[config.mk]
export PLATFORM = sky130hd
export DESIGN_NAME = ula_8_bits_structure
export DESIGN_NICKNAME = d
export VERILOG_FILES = /design/src/rtl/ula_pkg.sv /design/src/rtl/ula_adder_8.sv /design/src/rtl/ula_8_bits_structure.sv
export SDC_FILE = /design/constraint.sdc
export NUM_CORES = 1
export LEC_CHECK = 0
export CORE_MARGIN = 10
export CORE_UTILIZATION = 45
export DETAILED_ROUTE_END_ITERATION = 10
export GPL_TIMING_DRIVEN = 0
export PLACE_DENSITY = 0.89
export RECOVER_POWER = 25
export REMOVE_ABC_BUFFERS = 1
export SYNTH_ARGS = -nofsm -noshare
export SYNTH_HDL_FRONTEND = slang
export SYNTH_SLANG_ARGS = --single-unit
[constraint.sdc]
create_clock -name CLK -period 7.61 [get_ports CLK]
set_input_delay 1.522 -clock CLK [delete_from_list [all_inputs] [get_ports CLK]]
set_output_delay 1.522 -clock CLK [all_outputs]
set_load 0.005 [all_outputs]
[src/rtl/ula_pkg.sv]
// Shared opcode encoding, datapath width and reset constants for the 8-bit ULA.
package ula_pkg;

    localparam int ULA_WIDTH = 8;

    typedef enum logic [2:0] {
        OP_ADD = 3'b000,
        OP_SUB = 3'b001,
        OP_AND = 3'b010,
        OP_OR  = 3'b011,
        OP_NOT = 3'b100
    } ula_op_t;

    localparam logic [ULA_WIDTH-1:0] ULA_S_RST = '0;

endpackage

[src/rtl/ula_adder_8.sv]
// 8-bit ripple-carry adder assembled from 1-bit full-adder cells.
// The ULA routes both ADD and SUB through this single adder.
module ula_full_adder (
    input  logic a,
    input  logic b,
    input  logic cin,
    output logic sum,
    output logic cout
);
    assign sum  = a ^ b ^ cin;
    assign cout = (a & b) | (cin & (a ^ b));
endmodule

module ula_adder_8
    import ula_pkg::*;
(
    input  logic [ULA_WIDTH-1:0] a,
    input  logic [ULA_WIDTH-1:0] b,
    input  logic                 cin,
    output logic [ULA_WIDTH-1:0] sum,
    output logic                 cout
);
    logic [ULA_WIDTH:0] w_c;

    assign w_c[0] = cin;

    // Carry chain: cell i consumes the carry from cell i-1.
    for (genvar i = 0; i < ULA_WIDTH; i++) begin : g_fa
        ula_full_adder u_fa (
            .a    (a[i]),
            .b    (b[i]),
            .cin  (w_c[i]),
            .sum  (sum[i]),
            .cout (w_c[i+1])
        );
    end

    assign cout = w_c[ULA_WIDTH];
endmodule

[src/rtl/ula_8_bits_structure.sv]
// Registered 8-bit ALU: ADD/SUB on a shared ripple adder, AND/OR/NOT, reserved ops give 0.
// Define ULA_FLAGS_EN to add registered zero (ZF) and signed-overflow (OVF) outputs.
module ula_8_bits_structure
    import ula_pkg::*;
(
    input  logic                 CLK,
    input  logic                 RST_N,
    input  logic                 CIN,
    input  logic [ULA_WIDTH-1:0] A,
    input  logic [ULA_WIDTH-1:0] B,
    input  logic [2:0]           X,
    output logic [ULA_WIDTH-1:0] S,
    output logic                 COUT
`ifdef ULA_FLAGS_EN
   ,output logic                 ZF,
    output logic                 OVF
`endif
);
    logic                 w_is_sub;
    logic [ULA_WIDTH-1:0] w_add_b;
    logic                 w_add_cin;
    logic [ULA_WIDTH-1:0] w_add_sum;
    logic                 w_add_cout;
    logic [ULA_WIDTH-1:0] w_s_nxt;
    logic                 w_cout_nxt;
    logic [ULA_WIDTH-1:0] r_s;
    logic                 r_cout;

    // SUB is A + ~B + ~CIN, which equals A - B - CIN modulo 256.
    assign w_is_sub  = (X == OP_SUB);
    assign w_add_b   = w_is_sub ? ~B   : B;
    assign w_add_cin = w_is_sub ? ~CIN : CIN;

    ula_adder_8 u_adder (
        .a    (A),
        .b    (w_add_b),
        .cin  (w_add_cin),
        .sum  (w_add_sum),
        .cout (w_add_cout)
    );

    always_comb begin
        w_s_nxt    = ULA_S_RST;
        w_cout_nxt = 1'b0;
        case (X)
            OP_ADD: begin
                w_s_nxt    = w_add_sum;
                w_cout_nxt = w_add_cout;
            end
            OP_SUB: begin
                w_s_nxt    = w_add_sum;
                // No carry out of the complemented add means a borrow happened.
                w_cout_nxt = ~w_add_cout;
            end
            OP_AND:  w_s_nxt = A & B;
            OP_OR:   w_s_nxt = A | B;
            OP_NOT:  w_s_nxt = ~A;
            default: w_s_nxt = ULA_S_RST;
        endcase
    end

    always_ff @(posedge CLK) begin
        if (!RST_N) begin
            r_s    <= ULA_S_RST;
            r_cout <= 1'b0;
        end else begin
            r_s    <= w_s_nxt;
            r_cout <= w_cout_nxt;
        end
    end

    assign S    = r_s;
    assign COUT = r_cout;

`ifdef ULA_FLAGS_EN
    logic w_ovf_nxt;
    logic r_zf;
    logic r_ovf;

    always_comb begin
        w_ovf_nxt = 1'b0;
        case (X)
            OP_ADD:  w_ovf_nxt = (A[7] == B[7]) && (w_add_sum[7] != A[7]);
            OP_SUB:  w_ovf_nxt = (A[7] != B[7]) && (w_add_sum[7] != A[7]);
            default: w_ovf_nxt = 1'b0;
        endcase
    end

    always_ff @(posedge CLK) begin
        if (!RST_N) begin
            r_zf  <= 1'b0;
            r_ovf <= 1'b0;
        end else begin
            r_zf  <= (w_s_nxt == '0);
            r_ovf <= w_ovf_nxt;
        end
    end

    assign ZF  = r_zf;
    assign OVF = r_ovf;
`endif

endmodule

# Word level (Yosys, flattened, before mapping)
# Cells that the tools add are included.
# word_totals
register_bits	9
out_inout_bits	9
# classes
n_eq_ne	4
muxes	4
bitwise_logic	46
n_reduce_logical	2
# op_table
cell	count
$pmux 8 s4	1
$and 1x1->1	16
$not 8->8	2
$xor 1x1->1	16
$and 8x8->8	1
$mux 8	1
$or 1x1->1	8
$or 8x8->8	1
$eq 3x2->1 const B	2
$eq 3x1->1 const B	1
$eq 3x3->1 const B	1
$logic_not 3->1	1
$not 1->1	2
$pmux 1 s2	1
$reduce_or 2->1	1
$mux 1	1

# Logic depth before layout (Yosys ltp)
# Gate-level depths: netlist of the first run.
# depth
word_depth	21
depth_mapped	15
ltp_nobuf	13

# Cells and area by module
# From an unflattened synthesis of the first run, not the netlist that was laid out.
# unflattened
cells_unflattened	70
area_unflattened_um2	739.5
# modules_own_cells
mod	n_inst	cells_per_inst	area_per_inst_um2
ula_8_bits_structure	1	62	579.3
ula_full_adder	8	1	20.0

# Worst setup path before layout of the first run
# No wires, ideal clock.
# synth_timing
kind	input port to flip-flop
start	input port X[2]
end	register r_s[7], in the netlist S[7]
arrival_ns	5.458
setup_slack_ns	2.093
path_stages	15
cell_sequence	buf_6 -> nor3b_2 -> buf_6 -> xor2_1 -> fa_1 -> fa_1 -> fa_1 -> fa_1 -> fa_1 -> fa_1 -> fa_1 -> inv_1 -> fa_1 -> o22ai_1 -> a22o_1
# synth_between
elab_chain_len	19
# synth_lines
item	line	source
from (decl)	ula_8_bits_structure.sv:11	input logic [2:0] X,
$eq 3x1->1	ula_8_bits_structure.sv:30, ula_8_bits_structure.sv:45	
$mux 8	ula_8_bits_structure.sv:31	assign w_add_b = w_is_sub ? ~B : B;
$xor 1x1->1	ula_adder_8.sv:11	assign cout = (a & b) | (cin & (a ^ b));
$and 1x1->1	ula_adder_8.sv:11	
$or 1x1->1	ula_adder_8.sv:11	
$and 1x1->1	ula_adder_8.sv:11	
$or 1x1->1	ula_adder_8.sv:11	
$and 1x1->1	ula_adder_8.sv:11	
(+3 left out)	--	
$and 1x1->1	ula_adder_8.sv:11	
$or 1x1->1	ula_adder_8.sv:11	
$and 1x1->1	ula_adder_8.sv:11	
$or 1x1->1	ula_adder_8.sv:11	
$and 1x1->1	ula_adder_8.sv:11	
$or 1x1->1	ula_adder_8.sv:11	
$xor 1x1->1	ula_adder_8.sv:10	assign sum = a ^ b ^ cin;
$pmux 8 s4 (*)	ula_8_bits_structure.sv:45	case (X)
to (signal assigned)	ula_8_bits_structure.sv:67	r_s <= w_s_nxt;
to (decl)	ula_8_bits_structure.sv:26	logic [ULA_WIDTH-1:0] r_s;
# Every way passes the cells marked *; elsewhere a longest branch is shown, timed or not.
# A chain may end at the register's enable or synchronous reset.

# Worst setup path after layout of the first run
# layout_timing
start	input port X[0]
end	register r_s[7], in the netlist S[7]
# The elaborated chain is that of the path after synthesis.

==> results of run 1 <==
==> routing by layer <==
metal	wire length, um	track usage (%)
met2	940	18.0
met1	826	12.0
met3	102	1.23
met5	0	0
met4	29	5.86
==> sequential cells by signal (all words and copies together), names as in the netlist <==
register,count
COUT,1
S,8
==> power by group through the flow <==
stage | logic [mW] | clock network (mW) | registers (mW)
floorplan | 0.0293 | 0 | 0.0537
global placement | 0.0578 | 0 | 0.0529
detailed placement | 0.0605 | 0 | 0.0530
CTS | 0.0608 | 0.0358 | 0.0520
global route | 0.0662 | 0.0379 | 0.0521
finish | 0.0601 | 0.0349 | 0.0518
==> Yosys cell counts (2+ instances only) <==
| cell | instances |
|---|---|
| dfxtp_1 | 9 |
| xor2_1 | 9 |
| fa_1 | 8 |
| inv_1 | 6 |
| a22o_1 | 5 |
| maj3_1 | 5 |
| o22ai_1 | 5 |
| buf_6 | 3 |
| maj3_2 | 3 |
| mux2i_1 | 3 |
| nand2_1 | 3 |
| nor2_1 | 3 |
| nand2b_1 | 2 |
| o21ai_0 | 2 |
==> cell type report <==
type | instances | area (um2)
multi-input combinational | 54 | 524
fill | 108 | 485
timing repair buffer | 30 | 300
sequential | 9 | 180
clock buffer | 4 | 26.3
inverter | 6 | 22.5
tap | 16 | 20.0
==> logic make-up after synthesis <==
group,synth area share [%]
AOI/OAI and AO/OA,11.8
xor gates and xnor gates,11.4
adders and majority gates,31.9
buffers and inverters,8.01
DFF,23.5
muxes,3.92
and+or+nand+nor,9.48
==> worst paths after layout <==
kind  depth (start not counted)  slack, ns               to
max                          14       0.83  S[7]$_SDFF_PN0_
min                           2       1.95  COUT$_SDFF_PN0_
==> flow_summary_export.csv, run 1 <==
group,metric,value,unit
power_and_ir_drop,intPower,0.105,mW
synthesis,synth_top_cell_area_share,23.5,%
global_route,grt_usage,10.4,%
finish,layout_common_cells,"26 x clkdlybuf4s50_1, 9 x dfxtp_1, 9 x xor2_1",
synthesis,postSynthAreaPerCell,10.5,um2
placement,place_area,0.00105,mm2
clocking,cts_root_buf,"clkbuf_4",
synthesis,synth_area_leader_cell,"dfxtp_1",
clocking,post_cts.repair.setup_buffers,0,
critical_path,worstPathRequired,7.81,ns
die,initial_core_util,49.1,%
detailed_routing,first_pass_iters,4,
run,maxCapViolations,0,
global_route,overflow,0,
die,die_area,0.00375,mm2
clocking,cts_buffer_depth,2,
critical_path,cp.buffers_inverters,2,
critical_path,startpoint,"X[0]",
timing,hold_viol,0,
timing,tightest_slew,0.857,ns
power_and_ir_drop,pwr-share-comb,40.9,%
synthesis,synth_edf_count,0,
timing,rsz0062_at_grt,"no",
finish,layout-drive-gt1-share,7.77,%
placement,gp_congestion,0.731,
power_and_ir_drop,clkPwrFrac,23.8,%
clocking,numCtsBuffers,3,
power_and_ir_drop,total_power,0.147,mW
die,ios,31,
timing,max_freq,147,MHz
critical_path,path_common_cell,"fa_1",
power_and_ir_drop,seq_power_share,35.3,%
clocking,cts_tree,"yes",
die,fp.dieH,61.3,um
clocking,cts_resized,0,
synthesis,synth_ff_type,"dfxtp_1",
timing,tns,0,ns
synthesis,ys_seq_area_share,23.5,%
timing,fin_crit_sh,89.1,%
finish,antenna_cells,0,
die,coreArea,0.00156,mm2
clocking,cts_num_sinks,9,
timing,setup_violations,0,
critical_path,worst_path_dominant_cell_family,"adder cells",
power_and_ir_drop,vdd_drop_max,0.0000522,V
finish,utilization,68.9,%
power_and_ir_drop,leakage,0.443,nW
placement,dp_hpwl,1560,um
global_route,grt_pass1_wl,2920,um
critical_path,crit_slowest_cell,"clkdlybuf4s50_1",
detailed_routing,wl_per_cell,15.9,um
synthesis,ys_types,21,
timing,maxSlewHeadroom,42.6,%
timing,timing.final.crit_period,6.78,ns
synthesis,synth_cells,73,
placement,pre_cts_slack,0.570,ns
synthesis,synth_area_leaders,"dfxtp_1 24%, fa_1 21%, xor2_1 10%",
clocking,cts_max_level,1,
timing,hold_ws,1.95,ns
detailed_routing,drt_wl_total,1900,um
timing,setup_slack,0.828,ns
die,rows,14,
finish,area_delta_synth_final,40.2,%
detailed_routing,vias_per_cell,5.48,
finish,final_common_cell,"clkdlybuf4s50_1",
critical_path,critPathMaxFanout,14,
clocking,postCtsHoldBufs,0,
critical_path,end_kind,"flip-flop",
synthesis,synth_area,766,um2
synthesis,yosysWarnings,0,
power_and_ir_drop,sw_frac_of_total,28.8,%
finish,nets,134,
detailed_routing,drtIter0Drc,9,
critical_path,arrival,6.98,ns
synthesis,async_flop_share,0,%
critical_path,crit_type,"input port to flip-flop",
global_route,grt_max_degree,15,
status,outcome,"finished clean",
detailed_routing,ant_nets,0,
global_route,grt_pass1_vias,640,
global_route,antenna_found_initial,0,
die,fp.dieW,61.3,um
critical_path,start_kind,"input port",
finish,design_area,0.00107,mm2
detailed_routing,drt_drc_violations_left,0,
synthesis,ys_ff_latch,9,
placement,dpl.cell_count,115,
hold_path,min_from,"RST_N",
timing,drv_slew,0,
critical_path,critPathMaxStageDelay,0.81,ns
clocking,cts.clk_slew.worst_paths,0.06,ns
power_and_ir_drop,power_density,137,mW/mm2
power_and_ir_drop,switchingPower,0.0422,mW
placement,portBuffers,30,
critical_path,cp_cell_sequence,"clkdlybuf4s50_1, nor3b_2, xor2_1, fa_1, fa_1, fa_1, fa_1, fa_1, fa_1, fa_1, inv_1, fa_1, o22ai_1, a22o_1",
finish,fin_cells,119,
detailed_routing,num_vias,652,
hold_path,hp-class,"input port to flip-flop",
Power figures use the tool's default switching activity.
==> inputs of run 2 (changes only) <==
- SETUP_SLACK_MARGIN: default -> 0.1
==> results of run 2 <==
The final DEF is identical to that of run 1; final timing and power are the same.
==> inputs of run 3 (changes only) <==
- CELL_PAD_IN_SITES_DETAIL_PLACEMENT: default -> 1
- CELL_PAD_IN_SITES_GLOBAL_PLACEMENT: default -> 1
- CORE_UTILIZATION: 45 -> 33
- SYNTH_HIERARCHICAL: default -> 1
==> run 3 against run 2 <==
  * Highest routed layer unchanged
  * Power grew 1.6%
  * Clock power up 2%
  * Largest cell class unchanged
  * Global-route usage is 0.54 points lower
==> flow_summary_export.csv, run 3 <==
group,metric,value,unit
synthesis,postSynthAreaPerCell,10.6,um2
synthesis,synth_area_leaders,"dfxtp_1 24%, fa_1 22%, xor2_1 11%",
critical_path,startpoint,"X[0]",
finish,nets,130,
synthesis,synth_top_cell_area_share,24.4,%
detailed_routing,drt_wl_total,2080,um
synthesis,ys_types,18,
timing,fin_crit_sh,89.3,%
global_route,grt_pass1_wl,3380,um
clocking,numCtsBuffers,3,
detailed_routing,vias_per_cell,4.91,
detailed_routing,drt_drc_violations_left,0,
critical_path,critPathMaxFanout,11,
synthesis,synthTopCellsByCount,"9 x dfxtp_1, 9 x xor2_1",
die,initial_core_util,34.1,%
die,die_area,0.00453,mm2
global_route,overflow,0,
timing,rsz0062_at_grt,"no",
clocking,cts_root_buf,"clkbuf_4",
finish,fin_cells,127,
detailed_routing,ant_nets,0,
synthesis,synth_area_leader_cell,"dfxtp_1",
critical_path,worstPathRequired,7.75,ns
timing,maxSlewHeadroom,42.9,%
placement,portBuffers,30,
placement,dp_hpwl,1770,um
synthesis,yosysWarnings,6,
clocking,cts_tree,"yes",
critical_path,end_kind,"flip-flop",
critical_path,arrival,6.93,ns
synthesis,synth_top_family_by_area,"adder cells",
synthesis,ys_seq_area_share,24.4,%
timing,tightest_slew,0.853,ns
clocking,cts_max_level,1,
timing,tns,0,ns
synthesis,synth_edf_count,0,
synthesis,synth_compound_area_share,16.2,%
power_and_ir_drop,power_density,140,mW/mm2
hold_path,hp-class,"input port to flip-flop",
synthesis,synth_ff_type,"dfxtp_1",
hold_path,min_from,"RST_N",
timing,hold_viol,0,
finish,largest_register_ffs,8,
global_route,grt_max_degree,13,
placement,dpl.cell_count,123,
synthesis,ys_ff_latch,9,
clocking,cts_num_sinks,9,
die,coreArea,0.00217,mm2
timing,max_freq,147,MHz
status,outcome,"finished clean",
global_route,grt_usage,9.83,%
synthesis,synth_fa_ha_area_share,32.7,%
finish,area_delta_synth_final,44.0,%
detailed_routing,wl_per_cell,16.3,um
power_and_ir_drop,leakage,0.434,nW
global_route,antenna_found_initial,0,
critical_path,start_kind,"input port",
finish,antenna_cells,0,
die,ios,31,
clocking,cts_buffer_depth,2,
finish,final_common_cell,"clkdlybuf4s50_1",
detailed_routing,drtIter0Drc,2,
power_and_ir_drop,vdd_drop_max,0.0000656,V
synthesis,synthXorXnorAreaFrac,11.8,%
global_route,grt_pass1_vias,663,
synthesis,synth_cells,70,
die,rows,17,
placement,pre_cts_slack,0.562,ns
clocking,cts.clk_slew.worst_paths,0.06,ns
clocking,post_cts.repair.setup_buffers,0,
finish,layout_common_cells,"26 x clkdlybuf4s50_1, 9 x dfxtp_1, 9 x xor2_1",
die,fp.dieW,67.3,um
finish,layout-drive-gt1-share,6.06,%
detailed_routing,num_vias,623,
timing,setup_slack,0.816,ns
timing,drv_slew,0,
clocking,cts_resized,0,
timing,timing.final.crit_period,6.79,ns
run,maxCapViolations,0,
detailed_routing,first_pass_iters,3,
placement,place_area,0.00104,mm2
die,fp.dieH,67.3,um
placement,gp_congestion,0.759,
synthesis,synth_simple_gate_area_share,5.92,%
finish,utilization,49.1,%
critical_path,crit_type,"input port to flip-flop",
finish,design_area,0.00106,mm2
synthesis,async_flop_share,0,%
timing,setup_violations,0,
synthesis,synth_area,739,um2
clocking,postCtsHoldBufs,0,
synthesis,synthMuxAreaShare,0,%
-- run 3: cell count changes after synthesis, moves of 3 or more --
cell,previous run,this run
a22o_1,5,8
nor2_1,3,0
mux2i_1,3,0
o22ai_1,5,8
-- run 3: final timing paths --
| check | to | cells after the start |
|---|---|---|
| worst max-delay path | COUT$_SDFF_PN0_ | 13 |
| worst min-delay path | COUT$_SDFF_PN0_ | 2 |
-- run 3: cell families after synthesis --
logic type      count (synthesis)
compound gates                 16
buf+inv                        13
flops                           9
simple gates                    6
fa+ha+maj                      16
xor+xnor                       10
-- run 3: power breakdown --
| part | switching [mW] | internal, mW | total, mW |
|---|---|---|---|
| Combinational | 0.0278 | 0.0340 | 0.0618 |
| Sequential | 0.000814 | 0.0510 | 0.0518 |
| Clock | 0.0155 | 0.0201 | 0.0356 |
| Total | 0.0441 | 0.105 | 0.149 |
-- run 3: critical path, cell delays in order --
cell and delay [ns]:
clkdlybuf4s50_1 0.74, nor3b_2 0.78, xor2_1 0.20, fa_1 0.46, fa_1 0.39, fa_1 0.40
fa_1 0.39, fa_1 0.39, fa_1 0.40, fa_1 0.40, fa_1 0.39, xnor2_1 0.14
nor4b_1 0.31
-- run 3: final cells by class --
class | count | area, um2
repair buffers | 30 | 300
multi-input cells | 48 | 493
well taps | 28 | 35.0
fillers | 253 | 1100
flip-flops and latches | 9 | 180
clock buffers | 4 | 26.3
inverters | 8 | 30.0
-- run 3: per-layer routing --
metal / vias up / routed length, um / global-route usage (%)
met3: 4 / 178 / 2.48
met4: 0 / 26 / 5.38
met5: - / 0 / 0
met1: 302 / 773 / 10.5
li1: 299 / - / -
met2: 18 / 1100 / 17.3
-- run 3: metrics by stage --
stage	hold slack [ns]	total power, mW
detailed placement	2.22	0.116
floorplan	1.60	0.0844
CTS	1.96	0.152
global placement	2.17	0.112
global route	1.97	0.159
finish	1.95	0.149
